<file path="config.mk">
export PLATFORM = sky130hd
export DESIGN_NAME = result_dispatcher
export DESIGN_NICKNAME = d
export VERILOG_FILES = /design/src/rtl/result_dispatcher.sv
export SDC_FILE = /design/constraint.sdc
export NUM_CORES = 1
export LEC_CHECK = 0
export CAP_MARGIN = 20
export CORE_MARGIN = 2
export CORE_UTILIZATION = 35
export CTS_CLUSTER_DIAMETER = 150
export DETAILED_ROUTE_END_ITERATION = 12
export GPL_TIMING_DRIVEN = 0
export PLACE_DENSITY = 0.69
export SLEW_MARGIN = 0
export SYNTH_ARGS = -nofsm -noshare
export SYNTH_HDL_FRONTEND = slang
export SYNTH_SLANG_ARGS = --single-unit
</file>
<file path="constraint.sdc">
create_clock -name clk -period 2.03 [get_ports clk]
set_input_delay 0.203 -clock clk [delete_from_list [all_inputs] [get_ports clk]]
set_output_delay 0.203 -clock clk [all_outputs]
set_load 0.03 [all_outputs]
</file>
<file path="src/rtl/result_dispatcher.sv">
// ---------------------------------------------------------------------------
// result_dispatcher
//
// Read side of the two-slave arbiter. Pops tagged entries from the shared
// processing FIFO and routes each one to master port 0 or 1 based on the
// source tag that the arbiter stored. Each beat is handed over with a
// valid/ready handshake. After every BURST_LEN accepted beats on a channel,
// that channel's completion strobe pulses for one cycle.
//
// Optional feature macro: DISPATCH_TIMEOUT_EN
//   Defined   : a beat stalled for TIMEOUT cycles is dropped and
//               err_timeout pulses for one cycle.
//   Undefined : SEND waits indefinitely and err_timeout is tied low.
//
// Parameters
//   DW        data word width
//   BURST_LEN accepted beats per channel between completion pulses (>= 2)
//   TIMEOUT   stall limit in cycles (DISPATCH_TIMEOUT_EN only)
//
// Ports
//   clk, rst_n            clock (rising edge), asynchronous active-low reset
//   fifo_empty            FIFO holds no entries
//   fifo_rd_en            pop request; the entry is returned one cycle later
//   fifo_rd_data/src/mode/proc_val
//                         popped entry. src selects the master and
//                         mode 2'b00 marks an inactive entry.
//   mstrN_data/mode/proc_val, mstrN_valid
//                         beat delivered to master N
//   mstrN_ready           master N accepts the beat
//   mstrN_cmplt           one-cycle burst-complete pulse
//   err_timeout           one-cycle pulse when a stalled beat is dropped
// ---------------------------------------------------------------------------
module result_dispatcher #(
  parameter int DW        = 32,
  parameter int BURST_LEN = 16,
  parameter int TIMEOUT   = 256
) (
  input  logic          clk,
  input  logic          rst_n,
  input  logic          fifo_empty,
  output logic          fifo_rd_en,
  input  logic [DW-1:0] fifo_rd_data,
  input  logic          fifo_rd_src,
  input  logic [1:0]    fifo_rd_mode,
  input  logic [7:0]    fifo_rd_proc_val,
  output logic [DW-1:0] mstr0_data,
  output logic [1:0]    mstr0_mode,
  output logic [7:0]    mstr0_proc_val,
  output logic          mstr0_valid,
  input  logic          mstr0_ready,
  output logic          mstr0_cmplt,
  output logic [DW-1:0] mstr1_data,
  output logic [1:0]    mstr1_mode,
  output logic [7:0]    mstr1_proc_val,
  output logic          mstr1_valid,
  input  logic          mstr1_ready,
  output logic          mstr1_cmplt,
  output logic          err_timeout
);

  localparam int CW = (BURST_LEN > 1) ? $clog2(BURST_LEN) : 1;
  localparam logic [CW-1:0] CNT_LAST = CW'(BURST_LEN - 1);

  typedef enum logic [1:0] {
    IDLE  = 2'd0,
    FETCH = 2'd1,
    SEND  = 2'd2
  } state_t;

  state_t        state;
  state_t        state_next;
  logic          sel_src;     // channel owning the beat held in SEND
  logic          accept;      // selected master takes the beat this cycle
  logic          drop;        // stalled beat abandoned this cycle
  logic          beat_done;   // beat leaves SEND (accepted or dropped)
  logic [CW-1:0] beat_cnt0;
  logic [CW-1:0] beat_cnt1;

  // Valid is always high while in SEND, so the handshake reduces to the
  // ready of the selected channel; ready of the other channel is ignored.
  assign accept    = (state == SEND) && (sel_src ? mstr1_ready : mstr0_ready);
  assign beat_done = accept || drop;

`ifdef DISPATCH_TIMEOUT_EN
  localparam int SW = $clog2(TIMEOUT + 1);

  logic [SW-1:0] stall_cnt;
  logic          err_q;

  // The drop fires on the TIMEOUT-th consecutive stalled cycle.
  assign drop        = (state == SEND) && !accept && (stall_cnt == SW'(TIMEOUT - 1));
  assign err_timeout = err_q;

  always_ff @(posedge clk or negedge rst_n) begin
    if (!rst_n) begin
      stall_cnt <= '0;
      err_q     <= 1'b0;
    end else begin
      err_q <= drop;
      if ((state == SEND) && !accept && !drop) begin
        stall_cnt <= stall_cnt + SW'(1);
      end else begin
        stall_cnt <= '0;
      end
    end
  end
`else
  // TIMEOUT has no role without the stall counter.
  logic unused_timeout;
  assign unused_timeout = (TIMEOUT > 0);
  assign drop           = 1'b0;
  assign err_timeout    = 1'b0;
`endif

  // FSM state register
  always_ff @(posedge clk or negedge rst_n) begin
    if (!rst_n) begin
      state <= IDLE;
    end else begin
      state <= state_next;
    end
  end

  // Next state and pop request. Pops are only issued from IDLE or from the
  // cycle a beat leaves SEND, which keeps at most one pop outstanding.
  always_comb begin
    state_next = state;
    fifo_rd_en = 1'b0;
    case (state)
      IDLE: begin
        fifo_rd_en = !fifo_empty;
        if (!fifo_empty) begin
          state_next = FETCH;
        end
      end
      FETCH: begin
        state_next = (fifo_rd_mode == 2'b00) ? IDLE : SEND;
      end
      SEND: begin
        if (beat_done) begin
          fifo_rd_en = !fifo_empty;
          state_next = fifo_empty ? IDLE : FETCH;
        end
      end
      default: begin
        state_next = IDLE;
      end
    endcase
  end

  // Output registers. Only the selected channel is loaded, so the other
  // channel's fields keep their last value. Inactive entries load nothing.
  always_ff @(posedge clk or negedge rst_n) begin
    if (!rst_n) begin
      sel_src        <= 1'b0;
      mstr0_data     <= '0;
      mstr0_mode     <= '0;
      mstr0_proc_val <= '0;
      mstr0_valid    <= 1'b0;
      mstr1_data     <= '0;
      mstr1_mode     <= '0;
      mstr1_proc_val <= '0;
      mstr1_valid    <= 1'b0;
    end else if ((state == FETCH) && (fifo_rd_mode != 2'b00)) begin
      sel_src <= fifo_rd_src;
      if (fifo_rd_src) begin
        mstr1_data     <= fifo_rd_data;
        mstr1_mode     <= fifo_rd_mode;
        mstr1_proc_val <= fifo_rd_proc_val;
        mstr1_valid    <= 1'b1;
      end else begin
        mstr0_data     <= fifo_rd_data;
        mstr0_mode     <= fifo_rd_mode;
        mstr0_proc_val <= fifo_rd_proc_val;
        mstr0_valid    <= 1'b1;
      end
    end else if (beat_done) begin
      mstr0_valid <= 1'b0;
      mstr1_valid <= 1'b0;
    end
  end

  // Per-channel beat counters. The completion strobe is registered, so it
  // appears in the cycle after the acceptance that completes the burst.
  always_ff @(posedge clk or negedge rst_n) begin
    if (!rst_n) begin
      beat_cnt0   <= '0;
      beat_cnt1   <= '0;
      mstr0_cmplt <= 1'b0;
      mstr1_cmplt <= 1'b0;
    end else begin
      mstr0_cmplt <= accept && !sel_src && (beat_cnt0 == CNT_LAST);
      mstr1_cmplt <= accept &&  sel_src && (beat_cnt1 == CNT_LAST);
      if (accept && !sel_src) begin
        beat_cnt0 <= (beat_cnt0 == CNT_LAST) ? '0 : beat_cnt0 + CW'(1);
      end
      if (accept && sel_src) begin
        beat_cnt1 <= (beat_cnt1 == CNT_LAST) ? '0 : beat_cnt1 + CW'(1);
      end
    end
  end

endmodule

</file>
==> impl_summary.log, run 1 <==
INFO  metric worst-endpoint-arrival = between 1500 and 2000 ps
INFO  metric grt_first_pass_wirelength = 13300 µm
INFO  metric io_buffers = 136
INFO  metric crit_path_end = fifo_rd_en
INFO  metric post-dp-hpwl = 6100 µm
INFO  metric htree_levels = 3
INFO  metric floorplan.initialDensity = 0.356
INFO  metric num_antenna_cells = 0
INFO  metric total_negative_setup_slacks = 0 ps
INFO  metric power.ir.vdd_worst = 0.000782 V
INFO  metric cellPowerDensity = 1780 nW/µm²
INFO  metric regToRegEndpoint = mstr0_data[17]
INFO  metric max_slew.worst_pin.slew = 644 ps
INFO  metric cell_count_after_synthesis = 240
INFO  metric synthDominantAreaCellType = dfrtp_1
INFO  metric final_nets = between 400 and 500
INFO  metric tritoncts.num_buffers = 9
INFO  metric cts_tree = done
INFO  metric drc_errors = 0
INFO  metric worstPathRequired = 1830 ps
INFO  metric grt_max_degree = 52
INFO  metric synth_sequential_area_ratio = 0.647
INFO  metric endpoint_kind = output pin
INFO  metric initialDrtViolationCount = 33
INFO  metric synth_nets = 290
INFO  metric std_cell_rows = 38
INFO  metric worstRegToRegCells = 4
INFO  metric io_pins = 138
INFO  metric crit_type = reg2out
INFO  metric main_combinational_cell_family_by_area_after_synthesis = multiplexers
INFO  metric timing.final.hold_violations = 0
INFO  metric cts-root-to-sink-buffers = 2
INFO  metric finalWeightedCongestion = 0.728
INFO  metric synth_seq_cells = between 90 and 100
INFO  metric largest_fanout_of_any_net_on_the_critical_path = 5
INFO  metric die-area = between 10000 and 15000 µm²
INFO  metric clock_transition_at_the_registers_of_the_reported_paths = 90 ps
INFO  metric fin_util = 0.527
INFO  metric p_leak = 0.00238 µW
INFO  metric cp_top_family = flip-flops
INFO  metric min_period = 1870 ps
INFO  metric max-slew-margin-rel = 0.571
INFO  metric r2r_slack = 220 ps
INFO  metric drt-vias-per-instance = 4.69
INFO  metric timing.hold.worst.class = in2async
INFO  metric design.core.area = 10700 µm²
INFO  metric max_freq = 0.536 GHz
INFO  metric timing.rr.start = state[1]
INFO  metric finalSetupViolations = 0
INFO  metric crit_path_cell_trace = mux2i_1 > a211oi_1 > dlygate4sd2_1
INFO  metric routed-via-count = ~2500
INFO  metric finalWirelength = 8470 µm
INFO  metric post_route_cell_area = 5660 µm²
INFO  metric clkSinkCount = 99
INFO  metric worst_setup_path_startpoint = sel_src
INFO  metric ff_latch_area = around 2500 µm²
INFO  metric die_outline_width = roughly 110 µm
INFO  metric cell_types_occupying_the_most_area_after_synthesis = dfrtp_1 65%, mux2_2 25%, buf_6 1.2%, nand2_1 0.78%, ha_1 0.65%
INFO  metric worst_path_largest_cell_delay = 440 ps
INFO  metric first_global_vias = 2693
INFO  metric ys.warnings.count = 0
INFO  metric die_h = roughly 110 µm
INFO  metric layout-area-overhead-vs-synth = 47.9%
INFO  metric timing.final.crit_share = 0.920
INFO  metric synth_largest_type_area_fraction = 0.647
INFO  metric max_cap_viol_count = 0
INFO  metric clk-insertion-delay-late = 360 ps
INFO  metric timing.critical_path.buf_inv = 1
INFO  metric grt_usage = 0.148
INFO  metric fill_cells = between 900 and 1000
INFO  metric synth.distinct_cells = 31
INFO  metric setup.worst_path.start_class = register
INFO  metric yosys.area_share.xor_xnor = 0.00458
INFO  metric gr-total-overflow = 0
INFO  metric crit_path_top_delay_cell = dfrtp_1
INFO  metric outcome = complete, no violations
INFO  metric dpl_cell_area = 5390 µm²
INFO  metric first_pass_iters = 4
INFO  metric synthMuxAreaShare = 0.256
INFO  metric synth_fa_ha_area_frac = 0.00654
INFO  metric clock_tree.root_cell = clkbuf_8
INFO  metric avgRoutedWirePerCell = 15.9 µm
INFO  metric ant_nets = 0
INFO  metric synth-compound-area-share = 0.0301
INFO  metric rsz_0062_raised_after_global_routing = false
INFO  metric critical_path_depth = 3
INFO  metric fin_worst_skew = between 7 and 8 ps
INFO  metric final_layout_size_suffix_gt1_frac = 0.292
INFO  metric grt_antenna_before_repair = 0
INFO  metric syn_area_per_cell = 16.0 µm²
INFO  metric combined_area_of_the_multi_input_logic_cells = ~1300 µm²
INFO  metric synth_area = 3830 µm²
INFO  metric synth_simple_gate_area_share = 0.0310
INFO  metric finalMaxSlewViolations = 0
-- per-layer routing --
metal	GRT usage	vias to the layer above	wire length [µm]
met3	0.0398	11	528
met5	0	-	0
met2	0.251	72	4260
li1	-	1141	-
met4	0.0659	0	110
met1	0.176	1279	3570
-- cells in the mapped netlist --
| cell type | instances |
|---|---|
| a211oi_1 | 2 |
| a21bo_2 | 1 |
| a21o_1 | 2 |
| a21oi_1 | 1 |
| a31oi_1 | 2 |
| and4_1 | 1 |
| and4b_1 | 1 |
| and4bb_1 | 1 |
| buf_2 | 4 |
| buf_4 | 1 |
| buf_6 | 4 |
| clkbuf_2 | 1 |
| conb_1 | 1 |
| dfrtp_1 | 99 |
| ha_1 | 2 |
| inv_1 | 4 |
| mux2_1 | 2 |
| mux2_2 | 84 |
| mux2i_1 | 1 |
| nand2_1 | 8 |
| nand3_1 | 2 |
| nand4_1 | 2 |
| nand4b_1 | 1 |
| nor2_1 | 1 |
| nor3_4 | 1 |
| o2111ai_2 | 1 |
| o21ai_0 | 4 |
| o21bai_1 | 2 |
| o31ai_1 | 1 |
| or3_1 | 1 |
| xnor2_1 | 2 |
-- final cells by class --
cell class,count,area share
inverter,4,0.00265
clock inverter,7,0.0247
sequential,99,0.437
clock buffer,9,0.0219
multi-input combinational,127,0.222
buffer,10,0.0137
tap,140,0.0309
timing repair buffer,138,0.246
-- how the worst min path moves through the flow --
stage              endpoint  slack [ps]  depth (start not counted)
2_1_floorplan  beat_cnt0[0]         -90                          0
3_3_place_gp    mstr0_valid         460                          1
3_5_place_dp   beat_cnt1[3]         270                          1
4_1_cts            state[0]         400                          2
5_1_grt            state[0]         420                          2
6_report       beat_cnt1[3]         400                          2
-- where the power goes --
| group | switching [µW] | leakage (µW) | internal (µW) | total (µW) |
|---|---|---|---|---|
| registers | 529 | 0.00119 | 2910 | 3440 |
| logic | 2660 | 0.00107 | 2330 | 4990 |
| clock network | 680 | 0.000125 | 940 | 1620 |
-- registers in the layout (all words and copies together), names as in the netlist --
| signal | count |
|---|---|
| mstr0_data | 32 |
| mstr1_valid | 1 |
| beat_cnt0 | 4 |
| mstr0_proc_val | 8 |
| mstr1_cmplt | 1 |
| sel_src | 1 |
| state | 2 |
| mstr1_proc_val | 8 |
| beat_cnt1 | 4 |
| mstr0_cmplt | 1 |
| mstr0_mode | 2 |
| mstr0_valid | 1 |
| mstr1_mode | 2 |
| mstr1_data | 32 |
-- repair_timing --
item | 4_1_cts | 5_1_grt
endpoints found under the setup margin | 1 | 0
buffers inserted | 0 | 0
resized for setup | 1 | 0
hold buffers | 1 | 0
hold endpoints to repair | 48 | 0
-- kinds of logic (layout without fill, tap and decap cells) --
kind of cell,Yosys count,count (layout)
AO/OA/AOI/OAI,16,16
XOR/XNOR,2,2
adder cells (fa/ha/maj),2,2
buffers and inverters,14,168
flip-flops,99,99
multiplexers,87,87
other,1,1
AND/OR/NAND/NOR,19,19
-- cells in the final DEF (no fill, tap or decap), drive strengths merged, types with 4 or more instances in the layout --
cell           Yosys  routed
bufinv             0       4
dfrtp             99      99
mux2              86      86
clkbuf             1      10
nand2              8       8
buf                9      11
o21ai              4       4
clkdlybuf4s50      0     134
inv                4       4
-- through the flow --
| stage | hold slack, ps | power [µW] | worst slack [ps] | std cells |
|---|---|---|---|---|
| after detailed placement | 270 | 8520 | -165 | 517 |
| final | 403 | 10100 | 163 | 534 |
| after floorplan | -92.6 | 6270 | 470 | 240 |
| after CTS | 401 | 10200 | 144 | 534 |
| after global routing | 423 | 10600 | 81.9 | 534 |
| after global placement | 464 | 8410 | -2930 | 516 |
Note: power is estimated with default switching activity, not from simulation.
==> run 2: changes to the inputs <==
Settings changed: CELL_PAD_IN_SITES_DETAIL_PLACEMENT from default to 0, CELL_PAD_IN_SITES_GLOBAL_PLACEMENT from default to 1, PLACE_DENSITY 0.69 to 0.82.
==> run 2 against run 1 <==
Effect of this change:
- clock skew is 3.3 ps higher
- critical path depth stayed put
- via count is 1.7% lower
- global-route usage hardly changed
- sequential power hardly changed
- total power is 2.7% lower
- hold slack better by 27 ps
- highest routed layer unchanged
==> impl_summary.log, run 2 (synthesis gave the netlist of run 1 again) <==
INFO  metric timing.hold.worst.class = in2reg
INFO  metric post-dp-hpwl = 6130 µm
INFO  metric clock_transition_at_the_registers_of_the_reported_paths = 90 ps
INFO  metric endpoint_kind = output pin
INFO  metric p_leak = 0.00237 µW
INFO  metric cts-root-to-sink-buffers = 2
INFO  metric tritoncts.num_buffers = 9
INFO  metric worst-endpoint-arrival = 1670 ps
INFO  metric drt-vias-per-instance = approximately 4.6
INFO  metric gr-total-overflow = 0
INFO  metric htree_levels = 3
INFO  metric design.core.area = 10700 µm²
INFO  metric fin_worst_hold_slack = 430 ps
INFO  metric avgRoutedWirePerCell = 15.8 µm
INFO  metric finalMaxSlewViolations = 0
INFO  metric max_cap_viol_count = 0
INFO  metric fill_cells = roughly 950
INFO  metric total_negative_setup_slacks = 0 ps
INFO  metric first_global_vias = 2740
INFO  metric clock_tree.root_cell = clkbuf_8
INFO  metric finalSetupViolations = 0
INFO  metric placed_cells = 517
INFO  metric grt_usage = 0.148
INFO  metric min_period = 1870 ps
INFO  metric std_cell_rows = 38
INFO  metric r2r_slack = 210 ps
INFO  metric io_pins = 138
INFO  metric routed-via-count = roughly 2500
INFO  metric reg.largest.list = mstr0_data (32), mstr1_data (32)
INFO  metric max_freq = 0.534 GHz
INFO  metric max-slew-margin-rel = 0.526
INFO  metric worstPathRequired = 1830 ps
INFO  metric die_outline_width = roughly 110 µm
INFO  metric clk-insertion-delay-late = ~350 ps
INFO  metric first_pass_iters = 4
INFO  metric num_antenna_cells = 0
INFO  metric final_nets = 439
INFO  metric max_slew.worst_pin.slew = 711 ps
INFO  metric die_h = 109 µm
INFO  metric setup.worst_path.start_class = register
INFO  metric die-area = 11800 µm²
INFO  metric ant_nets = 0
INFO  metric cts_tree = done
INFO  metric final_common_cell = clkdlybuf4s50_1
INFO  metric post_layout_nonfiller_instances = 534
INFO  metric io_buffers = 136
INFO  metric grt_max_degree = 56
INFO  metric postCtsSetupRepairBufs = 0
INFO  metric outcome = complete, no violations
INFO  metric finalWeightedCongestion = around 0.71
INFO  metric rsz_0062_raised_after_global_routing = false
INFO  metric clkSinkCount = 99
INFO  metric fin_worst_skew = 10.7 ps
INFO  metric floorplan.initialDensity = 0.356
INFO  metric drc_errors = 0
INFO  metric crit_type = reg2out
INFO  metric layout-area-overhead-vs-synth = 46.7%
INFO  metric grt_antenna_before_repair = 0
INFO  metric layout.cells.most_common_list = 134 x clkdlybuf4s50_1, 99 x dfrtp_1, 84 x mux2_2
INFO  metric final_layout_size_suffix_gt1_frac = 0.292
INFO  metric initialDrtViolationCount = between 40 and 50
INFO  metric finalWirelength = 8430 µm
INFO  metric cellPowerDensity = 1740 nW/µm²
INFO  metric power.ir.vdd_worst = ~0.00081 V
INFO  metric grt_first_pass_wirelength = 13500 µm
INFO  metric timing.final.hold_violations = 0
INFO  metric largest_fanout_of_any_net_on_the_critical_path = 5
INFO  metric timing.final.crit_share = 0.922
## run 2: cell types whose count changed in the layout (fill, tap and decap cells not counted), sizes merged
cell      change
inv           +4
clkbuf        +2
bufinv        -3
clkinv        -1
clkinvlp      -2
## run 2: path summary, 6_finish.rpt
check	from	end	cells past startpoint
setup reg to reg	state[1]	mstr0_proc_val[2]	4
min in group asynchronous	rst_n	mstr1_data[26]	2
max in group asynchronous	rst_n	mstr1_data[31]	3
hold / removal	fifo_empty	state[0]	2
setup / recovery	sel_src	fifo_rd_en	3
hold reg to reg	beat_cnt1[3]	beat_cnt1[3]	1
## run 2: power breakdown
| group | switching (µW) | leakage (µW) | internal [µW] |
|---|---|---|---|
| Sequential | 522 | 0.00119 | 2910 |
| Clock | 694 | 0.000111 | 656 |
| Combinational | 2660 | 0.00107 | 2330 |
| Total | 3880 | 0.00237 | 5900 |
## run 2: critical path, stage by stage (launching register included)
cell	delay (ps)
dfrtp_1	430
mux2i_1	200
a211oi_1	270
dlygate4sd2_1	430
## run 2: metal layers
layer | up-vias | GRT usage | share of wire
met5 | - | 0 | 0
met4 | 0 | 0.0467 | 0.012
met3 | 10 | 0.0494 | 0.067
met2 | 71 | 0.255 | 0.50
met1 | 1236 | 0.176 | 0.42
li1 | 1143 | - | -
## run 2: final cells by class
| cell class | instances | area [µm²] | area share |
|---|---|---|---|
| clock buffer | 11 | 151 | 0.0270 |
| multi-input combinational | 127 | 1260 | 0.224 |
| sequential | 99 | 2480 | 0.441 |
| clock inverter | 5 | 65.1 | 0.0116 |
| timing repair buffer | 138 | 1400 | 0.248 |
| inverter | 4 | 15.0 | 0.00267 |
| buffer | 10 | 77.6 | 0.0138 |
| tap | 140 | 175 | 0.0312 |
## run 2: timing repair
item                                   in CTS  in global routing
hold buffers                                1                  0
resized for setup                           1                  0
setup endpoints to repair                   1                  0
endpoints found under the hold margin      54                  0
## run 2: metrics by stage
step           instance area [µm²]  total power [µW]   util  setup slack, ps
2_1_floorplan                 3830              6270      -              470
3_3_place_gp                  5370              8410  0.499            -2840
3_5_place_dp                  5390              8520  0.502            -84.6
4_1_cts                       5620              9910  0.523              130
5_1_grt                       5620             10300  0.523             68.5
6_report                      5620              9780  0.523              157
